### src/rtl/stage_fetch_if.sv
// Fetch-stage bundle: execute-side control, instruction-memory handshake and the
// {pc, instr, valid} head presented to the decode pipeline register.
interface stage_fetch_if;
  logic        redirect;
  logic [31:0] redirect_pc;
  logic        sig_exec_lw_block;
  logic        halt;
  logic        imem_req;
  logic [31:0] imem_addr;
  logic        imem_ack;
  logic [31:0] imem_data;
  logic [31:0] instr;
  logic [31:0] pc;
  logic        valid;

  modport master (
    input  redirect, redirect_pc, sig_exec_lw_block, halt, imem_ack, imem_data,
    output imem_req, imem_addr, instr, pc, valid
  );

  modport slave (
    output redirect, redirect_pc, sig_exec_lw_block, halt, imem_ack, imem_data,
    input  imem_req, imem_addr, instr, pc, valid
  );
endinterface

### src/rtl/stage_fetch.sv
// Fetch stage: owns the PC, keeps at most one instruction-memory request in flight
// and queues {pc, instr} responses in a small FIFO ahead of decode.
module stage_fetch #(
  parameter logic [31:0] RESET_PC = 32'h0000_0000,
  parameter int          DEPTH    = 2
) (
  input  logic          masked_clk,
  input  logic          rst_n,
  stage_fetch_if.master bus
);

  localparam int AW = (DEPTH > 1) ? $clog2(DEPTH) : 1;
  localparam int CW = AW + 1;
  localparam logic [AW-1:0] PTR_ONE = AW'(1);
  localparam logic [CW-1:0] DEPTH_C = CW'(DEPTH);

  logic [31:0]   pc_r;
  logic [31:0]   req_pc_r;
  logic          outstanding_r;
  logic          drop_r;
  logic [AW-1:0] rd_ptr_r;
  logic [AW-1:0] wr_ptr_r;
  logic [CW-1:0] count_r;
  logic [31:0]   pc_mem_r    [DEPTH];
  logic [31:0]   instr_mem_r [DEPTH];

  logic          valid_s;
  logic          pop_s;
  logic          push_s;
  logic          issue_s;
  logic [CW-1:0] count_next_s;

  assign valid_s      = (count_r != {CW{1'b0}});
  assign pop_s        = valid_s & ~bus.sig_exec_lw_block & ~bus.redirect;
  assign push_s       = bus.imem_ack & ~drop_r & ~bus.redirect;
  assign count_next_s = count_r + {{AW{1'b0}}, push_s} - {{AW{1'b0}}, pop_s};
  // Issue only if the response is guaranteed a FIFO slot once it returns.
  assign issue_s      = ~bus.redirect & ~bus.halt & (~outstanding_r | bus.imem_ack) &
                        (count_next_s < DEPTH_C);

  assign bus.imem_req  = issue_s;
  assign bus.imem_addr = pc_r;
  assign bus.valid     = valid_s;
  assign bus.instr     = valid_s ? instr_mem_r[rd_ptr_r] : 32'h0000_0000;
  assign bus.pc        = valid_s ? pc_mem_r[rd_ptr_r]    : 32'h0000_0000;

  // PC, request tracking and FIFO control state.
  always_ff @(posedge masked_clk) begin
    if (!rst_n) begin
      pc_r          <= RESET_PC;
      req_pc_r      <= 32'h0000_0000;
      outstanding_r <= 1'b0;
      drop_r        <= 1'b0;
      rd_ptr_r      <= {AW{1'b0}};
      wr_ptr_r      <= {AW{1'b0}};
      count_r       <= {CW{1'b0}};
    end else if (bus.redirect) begin
      pc_r          <= bus.redirect_pc;
      rd_ptr_r      <= {AW{1'b0}};
      wr_ptr_r      <= {AW{1'b0}};
      count_r       <= {CW{1'b0}};
      // A request still in flight now belongs to the old path; discard its ack.
      drop_r        <= outstanding_r & ~bus.imem_ack;
      outstanding_r <= outstanding_r & ~bus.imem_ack;
    end else begin
      if (push_s) begin
        wr_ptr_r <= wr_ptr_r + PTR_ONE;
      end
      if (pop_s) begin
        rd_ptr_r <= rd_ptr_r + PTR_ONE;
      end
      count_r <= count_next_s;
      if (issue_s) begin
        outstanding_r <= 1'b1;
        req_pc_r      <= pc_r;
        pc_r          <= pc_r + 32'd4;
      end else if (bus.imem_ack) begin
        outstanding_r <= 1'b0;
      end
      if (bus.imem_ack) begin
        drop_r <= 1'b0;
      end
    end
  end

  // FIFO storage; contents are only meaningful below count_r, so no reset needed.
  always_ff @(posedge masked_clk) begin
    if (push_s) begin
      pc_mem_r[wr_ptr_r]    <= req_pc_r;
      instr_mem_r[wr_ptr_r] <= bus.imem_data;
    end
  end

endmodule

### src/flat_wrapper.sv
// flat-port wrapper written by rule: the top's interface ports become plain ports
module stage_fetch_flat 
#(
  parameter logic [31:0] RESET_PC = 32'h0000_0000,
  parameter int          DEPTH    = 2
)
  (masked_clk, rst_n, bus_redirect, bus_redirect_pc, bus_sig_exec_lw_block, bus_halt, bus_imem_ack, bus_imem_data, bus_imem_req, bus_imem_addr, bus_instr, bus_pc, bus_valid);
  stage_fetch_if bus_i ();
  input  logic masked_clk;
  input  logic rst_n;
  input wire logic [$bits(bus_i.redirect)-1:0] bus_redirect;
  input wire logic [$bits(bus_i.redirect_pc)-1:0] bus_redirect_pc;
  input wire logic [$bits(bus_i.sig_exec_lw_block)-1:0] bus_sig_exec_lw_block;
  input wire logic [$bits(bus_i.halt)-1:0] bus_halt;
  input wire logic [$bits(bus_i.imem_ack)-1:0] bus_imem_ack;
  input wire logic [$bits(bus_i.imem_data)-1:0] bus_imem_data;
  output wire logic [$bits(bus_i.imem_req)-1:0] bus_imem_req;
  output wire logic [$bits(bus_i.imem_addr)-1:0] bus_imem_addr;
  output wire logic [$bits(bus_i.instr)-1:0] bus_instr;
  output wire logic [$bits(bus_i.pc)-1:0] bus_pc;
  output wire logic [$bits(bus_i.valid)-1:0] bus_valid;
  assign bus_i.redirect = bus_redirect;
  assign bus_i.redirect_pc = bus_redirect_pc;
  assign bus_i.sig_exec_lw_block = bus_sig_exec_lw_block;
  assign bus_i.halt = bus_halt;
  assign bus_i.imem_ack = bus_imem_ack;
  assign bus_i.imem_data = bus_imem_data;
  assign bus_imem_req = bus_i.imem_req;
  assign bus_imem_addr = bus_i.imem_addr;
  assign bus_instr = bus_i.instr;
  assign bus_pc = bus_i.pc;
  assign bus_valid = bus_i.valid;
  stage_fetch #(.RESET_PC(RESET_PC), .DEPTH(DEPTH)) u_core (.masked_clk(masked_clk), .rst_n(rst_n), .bus(bus_i));
endmodule
### config.mk
export PLATFORM = sky130hd
export DESIGN_NAME = stage_fetch_flat
export DESIGN_NICKNAME = d
export VERILOG_FILES = /design/src/rtl/stage_fetch_if.sv /design/src/rtl/stage_fetch.sv /design/src/flat_wrapper.sv
export SDC_FILE = /design/constraint.sdc
export NUM_CORES = 1
export LEC_CHECK = 0
export BUFFER_PORTS_ARGS = -buffer_cell sky130_fd_sc_hd__buf_2
export CAP_MARGIN = 20
export CORE_MARGIN = 2
export CORE_UTILIZATION = 55
export CTS_CLUSTER_DIAMETER = 80
export CTS_CLUSTER_SIZE = 25
export DETAILED_ROUTE_END_ITERATION = 16
export GPL_ROUTABILITY_DRIVEN = 0
export PLACE_DENSITY = 0.8
export SLEW_MARGIN = 20
export SYNTH_ARGS = -nofsm -noshare
export SYNTH_HDL_FRONTEND = slang
export SYNTH_SLANG_ARGS = --single-unit
### constraint.sdc
create_clock -name masked_clk -period 6.2 [get_ports masked_clk]
set_input_delay 1.24 -clock masked_clk [delete_from_list [all_inputs] [get_ports masked_clk]]
set_output_delay 1.24 -clock masked_clk [all_outputs]
set_load 0.05 [all_outputs]
---- Yosys cells after proc, flatten, opt, wreduce, memory -nomap -nowiden ----
Memories as Yosys holds them, arrays and structs flattened. A register that Yosys moved wholly into a read port is not among the register bits.
Index checks and enable logic that the tools add are counted.
storage, ports and cells
  input port bits ......................... 70
  memories ................................ 2
  RAM bits ................................ 128
  bits in latches ......................... 0
  memory bits (read-only) ................. 0
  register bits after elaboration ......... 70
  logic and storage cells ................. 51
memories
  memory              depth  width  read ports  clocked after Yosys merged registers in  write ports  RTL line           text
  u_core.instr_mem_r  2      32     1           1                                        1            stage_fetch.sv:25  logic [31:0] instr_mem_r [DEPTH];
  u_core.pc_mem_r     2      32     1           1                                        1            stage_fetch.sv:24  logic [31:0] pc_mem_r [DEPTH];
cells by class
  bitwise gates (word level) .............. 16
  multiply operators ...................... 0
  eq/ne operators ......................... 0
  reduce and logical (&&, ||, !) cells .... 6
  $lt $le $gt $ge ......................... 1
  divide/modulo/power cells ............... 0
  multiplexer cells ....................... 14
  shift-type cells ........................ 0
  $add $sub $neg .......................... 5
operators by type and width
  cell                     number
  $mux W32                 4
  $add A32 B3 Y32 const B  1
  $mux W1                  10
  $and A1 B1 Y1            8
  $not A1 Y1               7
  $reduce_bool A2 Y1       3
  $reduce_bool A3 Y1       1
  $add A1 B1 Y1 const B    2
  $add A2 B1 Y2            1
  $lt A2 B2 Y1 const B     1
  $reduce_and A2 Y1        1
  $reduce_or A2 Y1         1
  $sub A2 B1 Y2            1
  $or A1 B1 Y1             1

---- Depth between registers and ports, before layout ----
Gate-level depths: netlist of the first run.
  depth after elaboration ................. 9
  gate-level depth with buffers ........... 13
  mapped depth without buffers ............ 11

---- Least setup slack after synthesis of the first run ----
Ideal clock, no wire load.
  path type ............................... input -> register
  start point ............................. input bus_redirect
  end point ............................... memory u_core.instr_mem_r[0][0], enable pin
  stages .................................. 3
  required time ........................... 5.706 ns
  arrival ................................. 4.739 ns
  setup slack ............................. 0.967 ns
  cell sequence ........................... clkbuf_1 nor3b_1 nor2b_1
on the way
  longest elaborated chain between the ends .. 4
ends and longest elaborated chain
  item                           RTL line            text
  start: declaration             flat_wrapper.sv:11  input wire logic [$bits(bus_i.redirect)-1:0] bus_redirect;
  $not A1 Y1                     stage_fetch.sv:35   assign push_s = bus.imem_ack & ~drop_r & ~bus.redirect;
  $and A1 B1 Y1                  stage_fetch.sv:35
  net u_core.push_s              stage_fetch.sv:29   logic push_s;
  $mux W1                        stage_fetch.sv:88   if (push_s) begin
  $mux W1 (implied by the code)  stage_fetch.sv:90   instr_mem_r[wr_ptr_r] <= bus.imem_data;
  end: declaration               stage_fetch.sv:25
The timed path passes the listed nets, and every way through them passes these cells.

---- Worst setup path in the final report of the first run ----
  start point ............................. input bus_redirect
  end point ............................... output bus_imem_req
on the way
  elaborated cells between the ends (all ways) .. 9
  classes of those cells .................. 2 x add/sub; 1 x order compare; 6 x bitwise
RTL lines
  item              RTL line            text
  $not A1 Y1        stage_fetch.sv:34   assign pop_s = valid_s & ~bus.sig_exec_lw_block & ~bus.redirect;
  $and A1 B1 Y1     stage_fetch.sv:34
  net u_core.pop_s  stage_fetch.sv:28   logic pop_s;
  $sub A2 B1 Y2     stage_fetch.sv:36   assign count_next_s = count_r + {{AW{1'b0}}, push_s} - {{AW{1'b0}}, pop_s};
  $lt A2 B2 Y1      stage_fetch.sv:39   (count_next_s < DEPTH_C);
  $and A1 B1 Y1     stage_fetch.sv:38   assign issue_s = ~bus.redirect & ~bus.halt & (~outstanding_r | bus.imem_ack) &
  end: declaration  flat_wrapper.sv:17  output wire logic [$bits(bus_i.imem_req)-1:0] bus_imem_req;
The timed path passes the listed nets, and every way through them passes these cells.

==> results of run 1 <==
-- per-stage QoR --
step	setup WS (ns)	util
6_report	1.162	0.6663
5_1_grt	1.004	0.6663
4_1_cts	1.194	0.6649
3_5_place_dp	1.196	0.6250
3_3_place_gp	1.273	0.6250
2_1_floorplan	0.9667	-
-- state kept, by name, summed over array words and instances (netlist names), named ones only --
name / cells
u_core.bus.imem_addr: 32
u_core.pc_mem_r: 64
u_core.req_pc_r: 32
u_core.instr_mem_r: 64
u_core.wr_ptr_r: 1
u_core.drop_r: 1
u_core.rd_ptr_r: 1
u_core.count_r: 2
u_core.outstanding_r: 1
-- synth_stat cells (8+ instances only) --
cell type	count	share of area
mux2i_1	70	0.086
o21ai_0	26	0.016
nand3_1	16	0.0099
buf_2	8	0.0049
a21boi_1	9	0.0083
a21oi_1	20	0.012
nor2_1	70	0.032
xor2_1	12	0.013
nor3_1	11	0.0068
clkbuf_1	20	0.0093
a21boi_0	24	0.022
edfxtp_1	128	0.47
nand4_1	8	0.0062
dfxtp_1	71	0.18
inv_1	9	0.0042
buf_4	8	0.0074
xnor2_1	15	0.016
nand2_1	79	0.037
-- per-layer routing --
layer / up-vias / wire length [um]
met4: 0 / 178
met1: 2586 / 7457
met2: 244 / 7488
met3: 20 / 1256
li1: 2655 / -
met5: - / 0
-- logic make-up after synthesis --
logic type               synth area share
AND/OR/NAND/NOR                    0.1330
flip-flops                         0.6493
adder cells (fa/ha/maj)          0.004629
multiplexers                      0.08779
buffers and inverters             0.02777
AO/OA/AOI/OAI                     0.06542
XOR/XNOR                          0.03209
-- power by group --
part,switching (W),internal [W]
registers,0.0000384,0.00145
clock network,0.000453,0.000598
logic,0.000198,0.0000760
total,0.000689,0.00213
-- layout make-up --
cell class | count | area [sq um]
Timing Repair Buffer | 173 | 893.4
Tap cell | 184 | 230.2
Multi-Input combinational cell | 411 | 2635
Sequential cell | 199 | 5269
Fill cell | 1075 | 4832
Clock inverter | 11 | 96.34
Clock buffer | 21 | 481.7
Inverter | 11 | 41.29
-- worst max-delay path, cell delays in order --
cell	delay, ns
buf_2	0.35
nor3_1	0.16
ha_1	0.32
inv_1	0.04
ha_1	0.19
xnor3_2	0.29
and3_1	0.51
nand2_2	0.08
buf_4	0.26
inv_2	0.09
buf_2	0.25
-- final timing paths --
kind / endpoint / slack, ns / start / cells past startpoint
max reg2reg: u_core.bus.imem_addr[30] / 2.51 / u_core.count_r[1] / 14
max: bus_imem_req / 1.16 / bus_redirect / 11
min reg2reg: u_core.pc_mem_r[1][31] / 0.46 / u_core.req_pc_r[31] / 0
min: u_core.pc_mem_r[1][31] / 0.46 / u_core.req_pc_r[31] / 0
==> flow_summary.yaml, run 1 <==
clock_network:
  clock_latency_ns: 0.42
  cts-root-buf: "clkbuf_16"
  cts_hold_buf: 0
  clock_path_buffers: 2
  path_clk_slew_ns: 0.07
  clock_sinks: 199
  cts_htree_levels: 4
  cts_tree: "built"
  cts_buffers: 17
  cts_setup_buffers: 0
  cts_resized: 0
global_routing:
  grt_pass1_vias: 5343
  grt_use_met3: 0.05392
  grt_usage: 0.2134
  grtUsageMet2: 0.3348
  grt_max_degree: 70
  top_usage_layer: "met2"
  grt_pass1_wl_mm: 26.65
  grt-ovfl-total: 0
  grt_antenna_before_repair: 0
  grt_use_met1: 0.2920
die:
  die-area_sq_um: 15730
  start_util: 0.5601
  die_w_um: 125.4
  die_h_um: 125.4
  design.core.area_sq_um: 14480
  rows: 44
  io_pins: 168
sta:
  hold_ws_ns: 0.4571
  finalCritPeriodShare: 0.8126
  fin_worst_skew_ns: 0.008940
  finalMaxSlewViolations: 0
  fin_crit_ns: 5.038
  fmax_mhz: 198.5
  finalSetupViolCount: 0
  slew_headroom: 0.3120
  rsz0062_at_grt: "false"
  tns_ns: 0
  hold_viol: 0
  worst_pin_slew_ns: 1.030
power:
  power.total_w: 0.002817
  p_leak_nw: 3.670
  p_per_area_nw_per_um2: 292.0
  vdd_ir_drop_max_v: 0.0001987
synthesis:
  synth_edf_count: 128
  syn_inst: 659
  avgSynthCellArea_sq_um: 12.31
  syn_area_sq_um: 8109
  ys.flop_type: "edfxtp_1"
  ys_warn_count: 0
  synth.distinct_cells: 46
  seq_area_frac_synth: 0.6493
  ys_async_sr_fraction: 0
  synth_fp_nets: 732
  synth_seq_cells: 199
routing:
  via_per_inst: 5.450
  drt_iter0_markers: 426
  num_vias: 5505
  drt-total-wl_mm: 16.38
  drt-pass1-iter-count: 5
  wire_per_inst_um: 16.22
  drc: 0
  drtAntennaViolNets: 0
critical_path:
  cp-end-kind: "output port"
  crit_type: "input pin to output port"
  cp.required_ns: 4.96
  start_kind: "input pin"
  crit_arrival_ns: 3.80
  worstPathMaxFanout: 34
final_layout:
  syn_to_final_growth_pct: 18.96
  final_common_cell: "buf_2"
  diodes: 0
  stdcell_area_sq_um: 9647
  final_cell_mix: "167 x buf_2, 128 x edfxtp_1, 79 x nand2_1"
  fin_cells: 1010
  drive_gt1_frac: 0.2676
  nets: 886
placed_design:
  dp_hpwl_mm: 11.03
  dpl_cell_area_sq_um: 9049
  placed_cells_incl_taps: 977
  port_buffers: 167
flow_run:
  drv_cap: 0
hold_path:
  worstHoldPathType: "register to register"
run_status:
  outcome: "completed"
(Power assumes the default switching activity.)
==> run 2: changes to the inputs <==
==> constraint.sdc (replaced) <==
create_clock -name masked_clk -period 4.85 [get_ports masked_clk]
set_input_delay 0.97 -clock masked_clk [delete_from_list [all_inputs] [get_ports masked_clk]]
set_output_delay 0.97 -clock masked_clk [all_outputs]
set_load 0.05 [all_outputs]
==> run 2 against run 1 <==
Clock-buffer cell count is 3 higher. Combinational power is 29% higher. Die area stayed put. Non-clock buffer count is 3 higher. Sequential share of layout area hardly changed. Hold slack better by 0.0037 ns. Clock skew is 0.0019 ns lower. Via count is 0.42% lower. Final cell count is 0.30% higher. Global-route usage is 0.18 points higher. Routed wire length is 2.4% higher. Highest routed layer unchanged.
==> flow_summary.yaml, run 2 (synthesis gave the netlist of run 1 again) <==
final_layout:
  syn_to_final_growth_pct: 18.87
  final_cell_mix: "167 x buf_2, 128 x edfxtp_1, 79 x nand2_1"
  diodes: 0
  stdcell_area_sq_um: 9639
  reg.largest.list: "u_core.instr_mem_r (64), u_core.pc_mem_r (64)"
  final_common_cell: "buf_2"
  nets: 889
  final_util: 0.6657
  fillers: 1095
  drive_gt1_frac: 0.2654
global_routing:
  grt_usage: 0.2151
  grt-ovfl-total: 0
  grt_pass1_vias: 5450
  grt_max_degree: 70
  grt_pass1_wl_mm: 27.01
  grt_antenna_before_repair: 0
critical_path:
  worstPathMaxFanout: 19
  cp-end-kind: "output port"
  crit_arrival_ns: 3.13
  cp.required_ns: 3.88
  start_kind: "input pin"
  crit_type: "input pin to output port"
routing:
  drt_iter0_markers: 337
  top_layer: "met4"
  via_per_inst: 5.412
  routed-wl-met2_mm: 7.951
  wire_per_inst_um: 16.55
  drt-pass1-iter-count: 4
  met3_length_mm: 1.185
  met1Wirelength_mm: 7.430
  drc: 0
  num_vias: 5482
  drt-total-wl_mm: 16.77
  drtAntennaViolNets: 0
clock_network:
  cts-root-buf: "clkbuf_16"
  path_clk_slew_ns: 0.06
  clock_path_buffers: 2
  cts_setup_buffers: 0
  clock_sinks: 199
  clock_latency_ns: 0.43
  cts_htree_levels: 4
  cts_resized: 0
  cts_tree: "built"
  cts_buffers: 17
  cts_hold_buf: 0
sta:
  finalCritPeriodShare: 0.8463
  tns_ns: 0
  fin_crit_ns: 4.105
  slew_headroom: 0.5587
  finalSetupViolCount: 0
  rsz0062_at_grt: "false"
  fin_worst_skew_ns: 0.007028
  worst_pin_slew_ns: 0.6619
  fmax_mhz: 243.6
  finalMaxSlewViolations: 0
  hold_viol: 0
die:
  die_w_um: 125.4
  die_h_um: 125.4
  design.core.area_sq_um: 14480
  rows: 44
  io_pins: 168
  start_util: 0.5601
  die-area_sq_um: 15730
placed_design:
  dp_hpwl_mm: 11.24
  port_buffers: 167
  dpl_cell_area_sq_um: 9071
power:
  vdd_ir_drop_max_v: 0.0002364
  power.total_w: 0.003538
  p_per_area_nw_per_um2: 367.1
  p_leak_nw: 3.658
hold_path:
  worstHoldPathType: "register to register"
flow_run:
  drv_cap: 0
run_status:
  outcome: "completed"
run 2: changes by cell type in the layout (fill, tap and decap cells not counted), moves of 2 or more:
| cell | change |
|---|---|
| buf_4 | +3 |
| clkinv_4 | -3 |
| clkinvlp_4 | +2 |
| clkbuf_1 | +3 |
run 2: worst paths after layout:
path / cells after the start / to / start / slack (ns)
worst max-delay path: 11 / bus_imem_req / bus_redirect / 0.75
worst min-delay path: 0 / u_core.pc_mem_r[0][19] / u_core.req_pc_r[19] / 0.46
worst max register to register: 13 / u_core.bus.imem_addr[30] / u_core.count_r[1] / 2.04
worst min register to register: 0 / u_core.pc_mem_r[0][19] / u_core.req_pc_r[19] / 0.46
run 2: layout make-up:
class                           instances  area [sq um]  area share
Tap cell                              184         230.2     0.02388
Sequential cell                       199          5269      0.5466
Clock inverter                          8         47.55    0.004933
Multi-Input combinational cell        411          2635      0.2734
Clock buffer                           24         493.0     0.05114
Timing Repair Buffer                  176         923.4     0.09579
Inverter                               11         41.29    0.004283
run 2: critical path, cell delays in order:
cell and delay [ns]:
buf_2 0.34, nor3_1 0.16, ha_1 0.31, inv_1 0.04, ha_1 0.19, xnor3_2 0.29, and3_1 0.19, buf_4 0.20
nand2_2 0.09, inv_2 0.09, buf_2 0.25
run 2: layer usage:
metal | vias to the layer above | track usage
met5 | - | 0
met4 | 0 | 0.06993
met3 | 20 | 0.05263
met2 | 212 | 0.3536
met1 | 2599 | 0.2832
li1 | 2651 | -
run 2: report_power, final:
part,total [W],internal (W),switching (W)
clock,0.00128,0.000709,0.000568
combinational,0.000354,0.0000992,0.000255
sequential,0.00191,0.00186,0.0000485
total,0.00354,0.00267,0.000872
run 2: through the flow:
stage,cells,hold slack (ns),setup WS [ns]
floorplan,659,0.4254,0.9489
global placement,980,0.4323,0.8532
detailed placement,980,0.4403,0.7810
CTS,1012,0.4550,0.7789
global route,1013,0.4768,0.6181
finish,1013,0.4607,0.7453
